**config.mk**
```make
export PLATFORM = sky130hd
export DESIGN_NAME = key_event_scanner
export DESIGN_NICKNAME = d
export VERILOG_FILES = /design/src/rtl/key_pkg.sv /design/src/rtl/key_evt_fifo.sv /design/src/rtl/key_event_scanner.sv
export SDC_FILE = /design/constraint.sdc
export NUM_CORES = 1
export LEC_CHECK = 0
export CAP_MARGIN = 10
export CELL_PAD_IN_SITES_DETAIL_PLACEMENT = 1
export CELL_PAD_IN_SITES_GLOBAL_PLACEMENT = 2
export CORE_MARGIN = 8
export CORE_UTILIZATION = 41
export DETAILED_ROUTE_END_ITERATION = 8
export PLACE_DENSITY_LB_ADDON = 0.12
export SLEW_MARGIN = 10
export SYNTH_ARGS = -nofsm -noshare
export SYNTH_HDL_FRONTEND = slang
export SYNTH_SLANG_ARGS = --single-unit
```
**constraint.sdc**
```tcl
create_clock -name clk_i -period 6.81 [get_ports clk_i]
set_input_delay 0.681 -clock clk_i [delete_from_list [all_inputs] [get_ports clk_i]]
set_output_delay 0.681 -clock clk_i [all_outputs]
set_load 0.01 [all_outputs]
```
**src/rtl/key_pkg.sv**
```systemverilog
// Shared types and defaults for the key event scanner.
package key_pkg;

  localparam int KEYS_DEF  = 61;
  localparam int KEY_IDX_W = $clog2(KEYS_DEF);

  typedef struct packed {
    logic [KEY_IDX_W-1:0] key;
    logic                 press;
  } key_evt_t;

  typedef enum logic {
    SCAN = 1'b0,
    HOLD = 1'b1
  } scan_state_e;

endpackage

```
**src/rtl/key_evt_fifo.sv**
```systemverilog
// Synchronous count-based event FIFO with registered head outputs (valid/data).
module key_evt_fifo #(
  parameter int DEPTH = 8,
  parameter int W     = 7
) (
  input  logic                     clk_i,
  input  logic                     rst_ni,
  input  logic                     push_i,
  input  logic [W-1:0]             data_i,
  input  logic                     ready_i,
  output logic                     valid_o,
  output logic [W-1:0]             data_o,
  output logic [$clog2(DEPTH):0]   count_o
);

  localparam int AW = $clog2(DEPTH);
  localparam int CW = AW + 1;

  logic [W-1:0]  mem [DEPTH];
  logic [AW-1:0] wr_q, rd_q, rd_n;
  logic [CW-1:0] cnt_q, cnt_n;
  logic [W-1:0]  head_n;
  logic          pop, push_ok;

  // Full is judged on the count at the start of the cycle, before any pop.
  assign push_ok = push_i & (cnt_q != CW'(DEPTH));
  assign pop     = valid_o & ready_i;

  always_comb begin
    rd_n  = rd_q + AW'(pop);
    cnt_n = cnt_q + CW'(push_ok) - CW'(pop);
    // A push landing on the new head slot bypasses the array.
    head_n = (push_ok && (rd_n == wr_q)) ? data_i : mem[rd_n];
  end

  always_ff @(posedge clk_i) begin
    if (push_ok) mem[wr_q] <= data_i;
  end

  always_ff @(posedge clk_i) begin
    if (!rst_ni) begin
      wr_q    <= '0;
      rd_q    <= '0;
      cnt_q   <= '0;
      valid_o <= 1'b0;
      data_o  <= '0;
    end else begin
      wr_q    <= wr_q + AW'(push_ok);
      rd_q    <= rd_n;
      cnt_q   <= cnt_n;
      valid_o <= (cnt_n != '0);
      data_o  <= head_n;
    end
  end

  assign count_o = cnt_q;

endmodule

```
**src/rtl/key_event_scanner.sv**
```systemverilog
// Round-robin key change scanner feeding an event FIFO.
// Define KEY_EVT_LEVEL_EN to expose the FIFO occupancy on evt_level_o.
module key_event_scanner
  import key_pkg::*;
#(
  parameter int KEYS       = KEYS_DEF,
  parameter int FIFO_DEPTH = 8
) (
  input  logic                    clk_i,
  input  logic                    rst_ni,
  input  logic                    scan_en_i,
  input  logic [KEYS-1:0]         keys_i,
  output logic                    evt_valid_o,
  input  logic                    evt_ready_i,
  output logic [$clog2(KEYS)-1:0] evt_key_o,
  output logic                    evt_press_o,
  output logic                    scan_wrap_o
`ifdef KEY_EVT_LEVEL_EN
  ,output logic [$clog2(FIFO_DEPTH):0] evt_level_o
`endif
);

  localparam int IW = $clog2(KEYS);
  localparam int CW = $clog2(FIFO_DEPTH) + 1;
  localparam logic [IW-1:0] LAST = IW'(KEYS - 1);

  scan_state_e   state_q, state_n;
  logic [IW-1:0] idx_q, idx_n;
  logic [KEYS-1:0] prev_q;
  logic          wrap_q;
  logic          cur, chg, adv, push, full;
  logic [CW-1:0] fifo_cnt;
  logic [IW:0]   fifo_head;

  assign full = (fifo_cnt == CW'(FIFO_DEPTH));

  always_comb begin
    state_n = state_q;
    adv     = 1'b0;
    push    = 1'b0;
    cur     = keys_i[idx_q];
    chg     = cur ^ prev_q[idx_q];
    unique case (state_q)
      SCAN: if (scan_en_i) begin
        if (!chg) adv = 1'b1;
        else if (!full) begin
          push = 1'b1;
          adv  = 1'b1;
        end else state_n = HOLD;
      end
      // Return without advancing so the key is sampled again.
      HOLD: if (scan_en_i && !full) state_n = SCAN;
      default: state_n = SCAN;
    endcase
    idx_n = adv ? ((idx_q == LAST) ? '0 : idx_q + 1'b1) : idx_q;
  end

  always_ff @(posedge clk_i) begin
    if (!rst_ni) begin
      state_q <= SCAN;
      idx_q   <= '0;
      prev_q  <= '0;
      wrap_q  <= 1'b0;
    end else begin
      state_q <= state_n;
      idx_q   <= idx_n;
      wrap_q  <= adv && (idx_q == LAST);
      if (push) prev_q[idx_q] <= cur;
    end
  end

  key_evt_fifo #(.DEPTH(FIFO_DEPTH), .W(IW + 1)) u_fifo (
    .clk_i   (clk_i),
    .rst_ni  (rst_ni),
    .push_i  (push),
    .data_i  ({idx_q, cur}),
    .ready_i (evt_ready_i),
    .valid_o (evt_valid_o),
    .data_o  (fifo_head),
    .count_o (fifo_cnt)
  );

  assign evt_key_o   = fifo_head[IW:1];
  assign evt_press_o = fifo_head[0];
  assign scan_wrap_o = wrap_q;
`ifdef KEY_EVT_LEVEL_EN
  assign evt_level_o = fifo_cnt;
`endif

endmodule

```
==> impl_metrics.json <==
{
  "ys_types": 59,
  "slowest_stage": "dfxtp_2",
  "nNetsFinal": 780,
  "rr_worst_depth": 14,
  "r2r_start": "idx_q[1]",
  "cts-resized-gates": 0,
  "crit_chain": "buf_4 > nor2b_2 > a22oi_1 > and3_1 > a211oi_1 > nand4_2 > xor2_2 > and3_4 > ha_1 > inv_1 > fa_1 > xor2_1 > nor2_1 > or4_1",
  "drv_cap": 0,
  "relSlewSlack_pct": 18.5,
  "final_antenna_net_count": 0,
  "finalCriticalPeriod_ns": 4.96,
  "stdcell_count": 941,
  "cts_buffer_depth": 2,
  "fp.coreArea_mm2": 0.0173,
  "ys_seq_area_share_pct": 47.4,
  "tightest_slew_ns": 1.21,
  "critPathKind": "flip-flop to flip-flop",
  "worst_hold_slack_ns": 0.463,
  "syn_to_final_growth_pct": 19.8,
  "wl_per_cell_um": 24.5,
  "syn_area_per_cell_um2": 11.1,
  "netlist.top_cell.by_area": "dfxtp_1",
  "dieWidth_um": 149,
  "grt_usage_pct": 21.4,
  "portBuffers": 73,
  "grt_pass1_wl_um": 36100,
  "status": "complete, no violations",
  "grt_overflow_total": 0,
  "max-vdd-ir-drop_uv": 189,
  "num_rows": 48,
  "placed_cells": 909,
  "synthFlopType": "dfxtp_1",
  "ys_ff_latch": 143,
  "rsz0062_at_grt": "no",
  "io_pins": 74,
  "worstHoldStart": "prev_q[10]",
  "setup_viol": 0,
  "postRouteWirelength_um": 23100,
  "r2r_slack_ns": 1.85,
  "vias_per_cell": 5.85,
  "start_util_pct": 41.8,
  "synth-edff-count": 56,
  "arrival_ns": 5.26,
  "drv_slew": 0,
  "die_area_mm2": 0.0221,
  "crit_required_ns": 7.11,
  "hold_violations": 0,
  "netlist_top_cells_area": "dfxtp_1, edfxtp_1, mux2i_1, mux4_2, nand2_1",
  "cpPeakStageDelay_ns": 0.80,
  "utilization_pct": 50.1,
  "async_reset_ff_share_pct": 0,
  "yosysTopAreaCellShare_pct": 24.1,
  "drt_pass1_iterations": 5,
  "drc_errors": 0,
  "gp_congestion": 0.855,
  "hp-class": "flip-flop to flip-flop",
  "grt_pass1_vias": 6019,
  "cts_tree": "yes",
  "placed_cell_area_mm2": 0.00802,
  "syn_area_mm2": 0.00723,
  "r2r_end": "u_fifo.valid_o",
  "holdBufCountCts": 0,
  "root_buffer": "clkbuf_16",
  "first_iter_violations": 307,
  "p_per_area_mw_per_mm2": 321,
  "design_area_mm2": 0.00866,
  "min_period_over_period_pct": 72.8,
  "p_leak_uw": 0.00338,
  "tns_ns": 0,
  "timing.fmax_mhz": 202,
  "synth_most_common_cell": "dfxtp_1",
  "antennaDiodeCount": 0,
  "cts_sinks": 143,
  "dp_hpwl_um": 15300,
  "clk_latency_ns": 0.43,
  "die_h_um": 149,
  "worst_setup_path_end_kind": "flip-flop",
  "fin_worst_skew_ns": 0.0110,
  "drive_gt1_share_pct": 15.1,
  "antenna_found_initial": 0,
  "min_to": "prev_q[10]",
  "cts_inserted_buffers": 17,
  "synth_warnings": 0,
  "clkTransAtPathRegs_ns": 0.07,
  "ys_top_cells_by_count": "dfxtp_1, nand2_1, mux2i_1",
  "start_kind": "flip-flop",
  "grt_max_degree": 86,
  "num_vias": 5505,
  "synth_nets": 731,
  "post_cts_buffers": 0,
  "whs_path_depth": 2,
  "cp_max_fo": 31,
  "cts-htree-levels": 4,
  "syn_inst": 654
}
[cells in the final DEF, fill, tap and decap left out, types with 3 or more instances in the layout]
cell	instances
nand4_1	23
mux2_2	18
edfxtp_1	56
nand2b_1	3
nor3b_1	6
nand4_2	3
clkdlybuf4s50_1	72
and2_1	11
mux4_2	18
a22oi_1	20
a221oi_1	16
nand3_1	43
xnor2_1	5
nor3b_2	3
bufinv_16	3
dfxtp_1	84
mux2i_1	75
nor2_1	16
and3b_1	7
o22ai_1	6
a211oi_1	4
and3_1	5
nor3_1	8
nand2_1	85
inv_1	9
ha_1	11
clkbuf_16	17
inv_8	5
dfxtp_2	3
inv_6	4
a21oi_1	6
nor2b_1	6
o221ai_1	4
buf_4	15
o21ai_0	7
[power by group]
group	internal [uW]	switching, uW	total [uW]
Combinational	313	422	735
Clock	597	422	1020
Sequential	964	58.6	1020
[state kept, by name, indices dropped and copies added (netlist names)]
name and cells:
prev_q 61, u_fifo.mem 56, u_fifo.data_o 7, idx_q 6, u_fifo.count_o 4, u_fifo.rd_q 3
u_fifo.wr_q 3, scan_wrap_o 1, state_q 1, u_fifo.valid_o 1
[logic make-up after synthesis]
group,count (synthesis),share of synthesized area [%]
buf+inv,69,5.38
xor+xnor,8,1.07
mux,112,19.0
flops,143,47.4
fa+ha+maj,12,2.18
compound gates,80,8.46
simple gates,230,16.5
[worst max-delay path: cells and delay by family (launching register included)]
kind	cells	cell delay [ns]
compound gates	2	0.42
simple gates	6	2.06
buf+inv	2	0.42
xor+xnor	2	0.54
flops	1	0.80
fa+ha+maj	2	0.55
[final cells by class]
type	count	area, um^2
flip-flops and latches	143	3430
well taps	225	282
clock buffers	17	425
inverters	11	41.3
fillers	1830	8630
repair buffers	88	838
multi-input cells	442	3430
clock inverters	15	214
[through the flow]
stage,setup WS [ns],power [uW]
2_1_floorplan,2.94,1550
3_3_place_gp,2.13,1750
3_5_place_dp,1.94,1780
4_1_cts,1.93,2800
5_1_grt,1.58,2890
6_report,1.85,2780
[routing by layer]
layer / track usage, % / part of all wire [%]
met1: 25.2 / 42
met2: 37.8 / 51
met3: 4.61 / 3.9
met4: 8.03 / 2.6
met5: 0 / 0
[worst max path at each step]
stage / from / to / depth (start not counted)
floorplan: keys_i[35] / u_fifo.valid_o / 15
detailed placement: idx_q[1] / u_fifo.valid_o / 14
finish: idx_q[1] / u_fifo.valid_o / 14
global placement: idx_q[1] / u_fifo.valid_o / 14
CTS: idx_q[1] / u_fifo.valid_o / 14
global route: idx_q[1] / u_fifo.valid_o / 14
Power figures use the tool's default switching activity.
